### src/rtl/rns_pkg.sv
// Shared constants, state encoding and constant helpers for the RNS forward converter.
package rns_pkg;

    localparam int unsigned RES_W = 3;

    localparam logic [RES_W-1:0] M0_DEF = 3'd5;
    localparam logic [RES_W-1:0] M1_DEF = 3'd6;
    localparam logic [RES_W-1:0] M2_DEF = 3'd7;

    typedef enum logic [1:0] {
        IDLE  = 2'd0,
        SHIFT = 2'd1,
        FIX   = 2'd2,
        DONE  = 2'd3
    } state_t;

    // 2^n mod m, evaluated at elaboration time for the two's-complement correction
    function automatic int unsigned pow2_mod(input int unsigned n, input int unsigned m);
        int unsigned r;
        r = 1 % m;
        for (int unsigned i = 0; i < n; i++) begin
            r = (r * 2) % m;
        end
        return r;
    endfunction

endpackage

### src/rtl/rns_mod_dbl_add.sv
// One bit-serial residue step: r_next = (2*r + b) mod M, valid whenever r < M.
module rns_mod_dbl_add
    import rns_pkg::*;
#(
    parameter logic [RES_W-1:0] M = M0_DEF
) (
    input  logic [RES_W-1:0] r,
    input  logic             b,
    output logic [RES_W-1:0] r_next
);

    logic [RES_W:0] t;
    logic [RES_W:0] diff;

    // t <= 2M-1, so one conditional subtract brings it back into range
    always_comb begin
        t      = {r, b};
        diff   = t - {1'b0, M};
        r_next = (t >= {1'b0, M}) ? diff[RES_W-1:0] : t[RES_W-1:0];
    end

endmodule

### src/rtl/rns_fwd_conv.sv
// Bit-serial binary-to-residue converter for moduli {M0, M1, M2}.
// Optional RNS_FWD_SIGNED_EN treats in_data as two's complement and adds a FIX cycle.
module rns_fwd_conv
    import rns_pkg::*;
#(
    parameter int unsigned      DATA_W = 8,
    parameter logic [RES_W-1:0] M0     = M0_DEF,
    parameter logic [RES_W-1:0] M1     = M1_DEF,
    parameter logic [RES_W-1:0] M2     = M2_DEF
) (
    input  logic              clk,
    input  logic              rst,
    input  logic              in_valid,
    output logic              in_ready,
    input  logic [DATA_W-1:0] in_data,
    output logic              out_valid,
    input  logic              out_ready,
    output logic [RES_W-1:0]  res0,
    output logic [RES_W-1:0]  res1,
    output logic [RES_W-1:0]  res2
);

    localparam int unsigned CNT_W = $clog2(DATA_W + 1);

    state_t             state;
    state_t             state_n;
    logic [DATA_W-1:0]  sreg;
    logic [CNT_W-1:0]   cnt;
    logic [RES_W-1:0]   nxt0;
    logic [RES_W-1:0]   nxt1;
    logic [RES_W-1:0]   nxt2;

`ifdef RNS_FWD_SIGNED_EN
    localparam logic [RES_W-1:0] K0 = RES_W'(pow2_mod(DATA_W, int'(M0)));
    localparam logic [RES_W-1:0] K1 = RES_W'(pow2_mod(DATA_W, int'(M1)));
    localparam logic [RES_W-1:0] K2 = RES_W'(pow2_mod(DATA_W, int'(M2)));

    logic neg;

    // Subtract 2^DATA_W mod m, wrapping by m, to turn the unsigned residue into the signed one
    function automatic logic [RES_W-1:0] fix_step(input logic [RES_W-1:0] r,
                                                  input logic [RES_W-1:0] m,
                                                  input logic [RES_W-1:0] k);
        logic [RES_W:0] t;
        if (r >= k) t = {1'b0, r} - {1'b0, k};
        else        t = {1'b0, r} + {1'b0, m} - {1'b0, k};
        return t[RES_W-1:0];
    endfunction
`endif

    rns_mod_dbl_add #(.M(M0)) u_ch0 (.r(res0), .b(sreg[DATA_W-1]), .r_next(nxt0));
    rns_mod_dbl_add #(.M(M1)) u_ch1 (.r(res1), .b(sreg[DATA_W-1]), .r_next(nxt1));
    rns_mod_dbl_add #(.M(M2)) u_ch2 (.r(res2), .b(sreg[DATA_W-1]), .r_next(nxt2));

    always_ff @(posedge clk or posedge rst) begin
        if (rst) state <= IDLE;
        else     state <= state_n;
    end

    always_comb begin
        state_n   = state;
        in_ready  = 1'b0;
        out_valid = 1'b0;
        case (state)
            IDLE: begin
                in_ready = 1'b1;
                if (in_valid) state_n = SHIFT;
            end
            SHIFT: begin
`ifdef RNS_FWD_SIGNED_EN
                if (cnt == CNT_W'(1)) state_n = FIX;
`else
                if (cnt == CNT_W'(1)) state_n = DONE;
`endif
            end
            FIX: state_n = DONE;
            DONE: begin
                out_valid = 1'b1;
                if (out_ready) state_n = IDLE;
            end
            default: state_n = IDLE;
        endcase
    end

    always_ff @(posedge clk or posedge rst) begin
        if (rst) begin
            sreg <= '0;
            cnt  <= '0;
            res0 <= '0;
            res1 <= '0;
            res2 <= '0;
`ifdef RNS_FWD_SIGNED_EN
            neg  <= 1'b0;
`endif
        end else begin
            case (state)
                IDLE: begin
                    if (in_valid) begin
                        sreg <= in_data;
                        cnt  <= CNT_W'(DATA_W);
                        res0 <= '0;
                        res1 <= '0;
                        res2 <= '0;
`ifdef RNS_FWD_SIGNED_EN
                        neg  <= in_data[DATA_W-1];
`endif
                    end
                end
                SHIFT: begin
                    res0 <= nxt0;
                    res1 <= nxt1;
                    res2 <= nxt2;
                    sreg <= sreg << 1;
                    cnt  <= cnt - 1'b1;
                end
`ifdef RNS_FWD_SIGNED_EN
                FIX: begin
                    if (neg) begin
                        res0 <= fix_step(res0, M0, K0);
                        res1 <= fix_step(res1, M1, K1);
                        res2 <= fix_step(res2, M2, K2);
                    end
                end
`endif
                default: ;
            endcase
        end
    end

endmodule

### config.mk
export PLATFORM = sky130hd
export DESIGN_NAME = rns_fwd_conv
export DESIGN_NICKNAME = d
export VERILOG_FILES = /design/src/rtl/rns_pkg.sv /design/src/rtl/rns_mod_dbl_add.sv /design/src/rtl/rns_fwd_conv.sv
export SDC_FILE = /design/constraint.sdc
export NUM_CORES = 1
export LEC_CHECK = 0
export ABC_AREA = 1
export ABC_CLOCK_PERIOD_IN_PS = 2220
export CELL_PAD_IN_SITES_DETAIL_PLACEMENT = 1
export CELL_PAD_IN_SITES_GLOBAL_PLACEMENT = 2
export CORE_ASPECT_RATIO = 0.6
export CORE_UTILIZATION = 32
export DETAILED_ROUTE_END_ITERATION = 16
export HOLD_SLACK_MARGIN = 0.06
export PLACE_DENSITY = 0.85
export SYNTH_ARGS = -nofsm -noshare
export SYNTH_HDL_FRONTEND = slang
export SYNTH_SLANG_ARGS = --single-unit
### constraint.sdc
create_clock -name clk -period 2.22 [get_ports clk]
set_clock_uncertainty 0.1 [all_clocks]
set_input_delay 0.222 -clock clk [delete_from_list [all_inputs] [get_ports clk]]
set_output_delay 0.222 -clock clk [all_outputs]
set_load 0.05 [all_outputs]
==> flow_metrics.env, run 1 <==
export IMPL_numCtsBuffers=3
export IMPL_gp_congestion=0.767
export IMPL_slew_viol_final=0
export IMPL_antennaDiodeCount=0
export IMPL_hold_viol=0
export IMPL_syn_area_um2=1260
export IMPL_wl_met2_um=1410
export IMPL_path_class="reg2out"
export IMPL_worstHoldPathType="in2async"
export IMPL_p_leak_nw=0.748
export IMPL_die_w_um=83.1
export IMPL_cts_resized=0
export IMPL_maxUsedRoutingLayer="met4"
export IMPL_synth_area_leaders="dfrtp_1, nand2_1, nand3_1"
export IMPL_ys_async_sr_fraction_pct=100
export IMPL_fp_dieArea_um2=4210
export IMPL_cts_max_level=1
export IMPL_yosysSeqAreaShare_pct=45.5
export IMPL_start_util_pct=33.9
export IMPL_clkLatencyLatePin_ns=0.27
export IMPL_vdd_drop_max_v=0.000605
export IMPL_syn_area_per_cell_um2=8.37
export IMPL_port_buffers=22
export IMPL_num_io_pins=23
export IMPL_start_kind="flop"
export IMPL_fp_dieH_um=50.7
export IMPL_end_kind="output pin"
export IMPL_status="finished clean"
export IMPL_tns_ns=0
export IMPL_ant_nets=0
export IMPL_route_detailed_drc=0
export IMPL_wl_met1_um=1570
export IMPL_path_clk_slew_ns=0.08
export IMPL_drt_wirelength_per_cell_um=14.0
export IMPL_cts_hold_buf=0
export IMPL_cp_arrival_ns=1.69
export IMPL_grt_first_pass_wirelength_um=5290
export IMPL_rr_worst_depth=7
export IMPL_cts_tree="done"
export IMPL_max_stage_delay_ns=0.81
export IMPL_worst_pin_slew_ns=0.506
export IMPL_vias=1069
export IMPL_synth_cell_types=21
export IMPL_drv_cap=0
export IMPL_num_rows=17
export IMPL_grt_ovfl_total=0
export IMPL_ys_warn_count=0
export IMPL_syn_nets=171
export IMPL_power_per_cell_area_nw_per_um2=1710
export IMPL_max_freq_ghz=0.496
export IMPL_vias_per_cell=4.82
export IMPL_cp_max_fo=4
export IMPL_synth_edf_count=0
export IMPL_min_period_over_period_pct=90.8
export IMPL_drive_above_1_share_pct=8.00
export IMPL_synth_top_cell_area_share_pct=45.5
export IMPL_synth_top_flop_cell="dfrtp_1"
export IMPL_nets=196
export IMPL_post_cts_buffers=0
export IMPL_routed_wl_met3_um=99
export IMPL_first_pass_iters=2
export IMPL_clock_path_buffers=2
export IMPL_cp_slowest_cell="clkdlybuf4s50_1"
export IMPL_worstPathCellList="ha_1, clkdlybuf4s50_1"
export IMPL_syn_inst=151
export IMPL_dp_hpwl_um=2430
export IMPL_finalSetupViolations=0
export IMPL_root_buffer="clkbuf_8"
export IMPL_cts_sink_count=23
export IMPL_track_usage_pct=16.3
export IMPL_syn_to_final_growth_pct=23.1
export IMPL_wl_um=3100
export IMPL_grt_max_degree=24
export IMPL_crit_required_ns=1.90
export IMPL_synth_area_leader_cell="dfrtp_1"
export IMPL_relSlewSlack_pct=66.2
export IMPL_drtIter0Drc=46
export IMPL_dp_cells=218
export IMPL_p_total_mw=2.65
export IMPL_stdcell_count=222
export IMPL_ys_ff_latch=23
export IMPL_antenna_found_initial=0
export IMPL_grt_setup_unrepaired="no"
export IMPL_layout_min_cycle_time_ns=2.02
export IMPL_grt_pass1_vias=1095
export IMPL_synth_most_common_cell="nand2_1"
export IMPL_core_area_um2=3720
export IMPL_synth_commonest_cells="nand2_1, dfrtp_1, nand3_1, inv_1, ha_1"
placed cells by master (no fill, tap or decap), drive strengths merged, types with 3 or more instances in the layout:
master / count
nand2: 48
o21ai: 9
o22ai: 3
clkdlybuf4s50: 21
dfrtp: 23
inv: 17
ha: 8
nand3: 23
buf: 3
clkbuf: 4
a21oi: 4
nor2: 4
power by group:
group	leakage, nW	switching, mW	internal [mW]
clock	0.0228	0.134	0.128
sequential	0.282	0.162	0.628
combinational	0.443	1.07	0.535
total	0.748	1.36	1.29
sequential cells by signal (all words and copies together) (netlist names):
register  cells
res2          3
res0          3
res1          3
cnt           4
sreg          8
state         2
cell type report:
class                      count  area (µm²)
timing repair buffer          24         233
clock buffer                   4        45.0
tap                           47        58.8
fill                         458        2170
multi-input combinational    107         574
sequential                    23         576
inverter                      17        68.8
stage by stage:
stage	setup WS [ns]	hold WS, ns	area (µm²)	utilization [%]
floorplan	0.334	0.124	1260	-
global placement	0.482	0.368	1510	40.6
detailed placement	0.376	0.377	1510	40.6
CTS	0.189	0.202	1560	41.8
global route	0.170	0.280	1560	41.8
finish	0.204	0.197	1560	41.8
final timing paths:
| check | startpoint | endpoint | slack, ns |
|---|---|---|---|
| worst max register to register | state[1] | res1[0] | 0.40 |
| worst max-delay path | state[0] | out_valid | 0.20 |
| worst min register to register | sreg[0] | sreg[0] | 0.39 |
| max in group asynchronous | rst | sreg[3] | 1.58 |
| min in group clk | sreg[0] | sreg[0] | 0.39 |
| worst min-delay path | rst | sreg[0] | 0.20 |
critical path, delay by kind of cell, from the launching register on:
| family | cells | cell delay (ns) |
|---|---|---|
| fa+ha+maj | 1 | 0.20 |
| buf+inv | 1 | 0.81 |
| flops | 1 | 0.42 |
cells by family (layout without fill, tap and decap cells):
| kind of cell | after synthesis | after routing | synth area share, % |
|---|---|---|---|
| adders and majority gates | 8 | 8 | 7.92 |
| AOI/OAI and AO/OA | 18 | 18 | 9.60 |
| buffers and inverters | 21 | 45 | 9.01 |
| DFF | 23 | 23 | 45.5 |
| and+or+nand+nor | 81 | 81 | 27.9 |
per-layer routing:
metal / vias up / track usage [%]
met5: - / 0
met2: 17 / 25.3
met4: 0 / 3.45
met1: 508 / 22.7
li1: 540 / -
met3: 4 / 4.61
Note: power is estimated with default switching activity, not from simulation.
==> inputs of run 2 (changes only) <==
- ABC_CLOCK_PERIOD_IN_PS: 2220 -> 2210
- CORE_UTILIZATION: 32 -> 30
- PLACE_DENSITY: 0.85 -> 0.81
- clock period: 2.22 -> 2.21 ns (I/O delays scaled with it)
==> flow_metrics.env, run 2 (same netlist as run 1, synthesis figures left out) <==
export IMPL_grt_max_degree=24
export IMPL_fin_ws_ns=0.233
export IMPL_seq_area_um2=576
export IMPL_p_sw_mw=1.37
export IMPL_drv_cap=0
export IMPL_min_period_over_period_pct=89.5
export IMPL_cp_arrival_ns=1.66
export IMPL_core_area_um2=3850
export IMPL_p_leak_nw=0.748
export IMPL_layout_min_cycle_time_ns=1.98
export IMPL_worstHoldPathType="in2async"
export IMPL_vdd_drop_max_v=0.000455
export IMPL_grt_first_pass_wirelength_um=5380
export IMPL_pre_cts_ws_ns=0.444
export IMPL_die_w_um=85.8
export IMPL_root_buffer="clkbuf_8"
export IMPL_drt_wirelength_per_cell_um=12.9
export IMPL_r2r_slack_ns=0.43
export IMPL_num_io_pins=23
export IMPL_grtUsageMet1_pct=19.6
export IMPL_top_register="sreg"
export IMPL_syn_to_final_growth_pct=24.1
export IMPL_power_per_cell_area_nw_per_um2=1700
export IMPL_grt_ovfl_total=0
export IMPL_r2r_start="state[1]"
export IMPL_cts_hold_buf=0
export IMPL_cp_max_fo=4
export IMPL_post_cts_buffers=0
export IMPL_gr_usage_met2_pct=28.5
export IMPL_use_met3_pct=4.25
export IMPL_status="finished clean"
export IMPL_end_kind="output pin"
export IMPL_clkLatencyLatePin_ns=0.27
export IMPL_num_rows=17
export IMPL_antenna_found_initial=0
export IMPL_hold_viol=0
export IMPL_fillers=473
export IMPL_slew_viol_final=0
export IMPL_port_buffers=22
export IMPL_multiInputGateArea_um2=574
export IMPL_crit_required_ns=1.89
export IMPL_cts_resized=0
export IMPL_route_detailed_drc=0
export IMPL_layout_commonest_cell="nand2_1"
export IMPL_cts_tree="done"
export IMPL_antennaDiodeCount=0
export IMPL_pwr_share_seq_pct=29.6
export IMPL_vias=1085
export IMPL_path_class="reg2out"
export IMPL_grt_setup_unrepaired="no"
export IMPL_tns_ns=0
export IMPL_numCtsBuffers=3
export IMPL_dp_hpwl_um=2300
export IMPL_first_pass_iters=4
export IMPL_cp_slowest_cell="clkdlybuf4s50_1"
export IMPL_path_clk_slew_ns=0.08
export IMPL_vias_per_cell=4.68
export IMPL_drive_above_1_share_pct=8.00
export IMPL_grt_busiest_layer="met2"
export IMPL_gp_congestion=0.741
export IMPL_fp_dieArea_um2=4480
export IMPL_wl_um=2990
export IMPL_largest_reg_flops=8
export IMPL_track_usage_pct=15.9
export IMPL_finalSetupViolations=0
export IMPL_rr_worst_depth=7
export IMPL_timing_rr_end="sreg[1]"
export IMPL_combPwrFrac_pct=60.3
export IMPL_relSlewSlack_pct=65.9
export IMPL_grt_pass1_vias=1144
export IMPL_fp_dieH_um=52.3
export IMPL_max_freq_ghz=0.506
export IMPL_cts_sink_count=23
export IMPL_clock_path_buffers=2
export IMPL_start_kind="flop"
export IMPL_p_clk_share_pct=10.1
export IMPL_intPower_mw=1.29
export IMPL_ant_nets=0
export IMPL_drtIter0Drc=10
export IMPL_cts_max_level=1
export IMPL_reg_largest_list="sreg: 8 flops, cnt: 4 flops"
export IMPL_max_stage_delay_ns=0.80
export IMPL_netSwitchingFraction_pct=51.4
export IMPL_start_util_pct=32.8
export IMPL_nets=196
export IMPL_final_cell_mix="nand2_1, nand3_1, dfrtp_1"
export IMPL_worst_pin_slew_ns=0.510
export IMPL_worstPathCellList="ha_1, clkdlybuf4s50_1"
-- run 2: cell counts in the layout (fill, tap and decap cells not counted) --
Identical to the previous run, type by type.
-- run 2: area by class of cell --
type	instances	share of cell area (%)
clock buffer	4	2.87
tap	57	4.55
inverter	17	4.39
multi-input combinational	107	36.6
timing repair buffer	24	14.8
sequential	23	36.7
-- run 2: power groups by stage --
stage	registers [mW]	clock network (mW)	logic, mW
after global routing	0.820	0.300	1.81
after global placement	0.789	0	1.55
final	0.789	0.269	1.60
after detailed placement	0.800	0	1.62
after CTS	0.792	0.275	1.63
after floorplan	0.997	0	1.03
-- run 2: worst max-delay path by stage --
stage                         from  cells past startpoint  slack [ns]        end
after floorplan           state[0]                      8        0.32    res2[0]
after global placement    state[1]                      7        0.51    sreg[0]
after detailed placement  state[1]                      7        0.44    res1[0]
after CTS                 state[0]                      2        0.21  out_valid
after global routing      state[0]                      2        0.15  out_valid
final                     state[0]                      2        0.23  out_valid
-- run 2: through the flow --
stage	instances	hold slack, ns	utilization (%)	power (mW)	cell area [µm²]
2_1_floorplan	151	0.123	-	2.03	1260
3_3_place_gp	228	0.367	39.6	2.34	1520
3_5_place_dp	228	0.387	39.6	2.42	1520
4_1_cts	232	0.208	40.7	2.70	1570
5_1_grt	232	0.267	40.7	2.93	1570
6_report	232	0.191	40.7	2.66	1570
-- run 2: critical path, delay by kind of cell (launching register included) --
kind	cells	cell delay (ns)
fa+ha+maj	1	0.18
flops	1	0.41
buf+inv	1	0.80
-- run 2: routing by layer --
metal / up-vias / wire [µm]
met2: 18 / 1420
met1: 525 / 1460
li1: 540 / -
met3: 2 / 105
met4: 0 / 8
met5: - / 0
==> inputs of run 3 (changes only) <==
- RECOVER_POWER: default -> 50
- REMOVE_ABC_BUFFERS: default -> 1
- SLEW_MARGIN: default -> 20
==> flow_metrics.env, run 3 (same netlist as run 1, synthesis figures left out) <==
export IMPL_status="finished clean"
export IMPL_max_freq_ghz=0.502
export IMPL_drv_cap=0
export IMPL_port_buffers=22
export IMPL_cts_max_level=1
export IMPL_min_period_over_period_pct=90.1
export IMPL_power_per_cell_area_nw_per_um2=1700
export IMPL_tns_ns=0
export IMPL_nets=196
export IMPL_dp_cells=228
export IMPL_slew_viol_final=0
export IMPL_antenna_found_initial=0
export IMPL_die_w_um=85.8
export IMPL_utilization_pct=40.3
export IMPL_route_detailed_drc=0
export IMPL_vias_per_cell=4.73
export IMPL_top_register="sreg"
export IMPL_cts_sink_count=23
export IMPL_drive_above_1_share_pct=6.86
export IMPL_root_buffer="clkbuf_8"
export IMPL_gp_congestion=0.718
export IMPL_grt_first_pass_wirelength_um=5280
export IMPL_hold_path_end="sreg[0]"
export IMPL_largest_reg_flops=8
export IMPL_seq_area_um2=576
export IMPL_grt_setup_unrepaired="no"
export IMPL_startpoint="state[0]"
export IMPL_holdPathStages=2
export IMPL_cp_max_fo=4
export IMPL_cp_arrival_ns=1.67
export IMPL_worst_pin_slew_ns=1.29
export IMPL_reg_largest_list="sreg: 8 flops, cnt: 4 flops"
export IMPL_p_leak_nw=0.739
export IMPL_end_kind="output pin"
export IMPL_crit_required_ns=1.89
export IMPL_cts_tree="done"
export IMPL_numCtsBuffers=3
export IMPL_path_class="reg2out"
export IMPL_grt_ovfl_total=0
export IMPL_r2r_start="state[1]"
export IMPL_dp_hpwl_um=2300
export IMPL_fillers=460
export IMPL_cts_hold_buf=0
export IMPL_cp_slowest_cell="clkdlybuf4s50_1"
export IMPL_clkLatencyLatePin_ns=0.27
export IMPL_layout_commonest_cell="nand2_1"
export IMPL_p_total_mw=2.63
export IMPL_worstHoldStart="sreg[0]"
export IMPL_post_cts_buffers=0
export IMPL_cts_resized=0
export IMPL_num_io_pins=23
export IMPL_wl_um=2980
export IMPL_max_stage_delay_ns=0.81
export IMPL_layout_min_cycle_time_ns=1.99
export IMPL_hold_viol=0
export IMPL_fp_dieH_um=52.3
export IMPL_grt_pass1_vias=1108
export IMPL_stdcell_count=232
export IMPL_vdd_drop_max_v=0.000574
export IMPL_antennaDiodeCount=0
export IMPL_relSlewSlack_pct=14.1
export IMPL_worstHoldPathType="reg2reg"
export IMPL_start_kind="flop"
export IMPL_r2r_slack_ns=0.25
export IMPL_rr_worst_depth=7
export IMPL_start_util_pct=32.8
export IMPL_grt_max_degree=24
export IMPL_path_clk_slew_ns=0.08
export IMPL_finalSetupViolations=0
export IMPL_holdWs_ns=0.390
export IMPL_num_rows=17
export IMPL_multiInputGateArea_um2=567
export IMPL_drtIter0Drc=49
export IMPL_syn_to_final_growth_pct=22.9
export IMPL_core_area_um2=3850
export IMPL_drt_wirelength_per_cell_um=12.9
export IMPL_timing_rr_end="sreg[2]"
export IMPL_worstPathCellList="ha_1, clkdlybuf4s50_1"
export IMPL_first_pass_iters=4
export IMPL_final_cell_mix="nand2_1, nand3_1, dfrtp_1"
export IMPL_clock_path_buffers=2
export IMPL_fp_dieArea_um2=4480
export IMPL_track_usage_pct=15.4
export IMPL_vias=1097
export IMPL_ant_nets=0
[run 3: worst max-delay path: cells and delay by family (launching register included)]
| family | cells | cell delay [ns] |
|---|---|---|
| buffers and inverters | 1 | 0.81 |
| DFF | 1 | 0.41 |
| adders and majority gates | 1 | 0.19 |
[run 3: per-layer routing]
metal,global-route usage [%],vias to the layer above,routed length (µm)
met3,4.25,5,138
met4,3.33,0,22
met5,0,-,0
met1,20.1,532,1520
met2,26.0,21,1300
li1,-,539,-
[run 3: where the power goes]
part           switching [mW]  total [mW]  internal [mW]
Sequential              0.160       0.790          0.630
Combinational            1.06        1.58          0.520
Clock                   0.136       0.264          0.129
Total                    1.35        2.63           1.28
[run 3: metrics by stage]
stage | worst slack, ns | cell area [µm²]
global placement | 0.501 | 1520
detailed placement | 0.435 | 1520
global route | 0.0698 | 1550
finish | 0.218 | 1550
floorplan | 0.352 | 1220
CTS | 0.195 | 1570
[run 3: how the worst max path moves through the flow]
stage / endpoint / slack, ns / depth (start not counted)
3_3_place_gp: out_valid / 0.50 / 2
2_1_floorplan: res0[0] / 0.35 / 7
5_1_grt: sreg[2] / 0.07 / 7
4_1_cts: out_valid / 0.20 / 2
3_5_place_dp: sreg[2] / 0.43 / 7
6_report: out_valid / 0.22 / 2
[run 3: final cells by class]
cell class                 instances  area share, %
clock buffer                       4           2.90
inverter                          17           4.43
multi-input combinational        107           36.5
sequential                        23           37.1
tap                               57           4.59
timing repair buffer              24           14.5
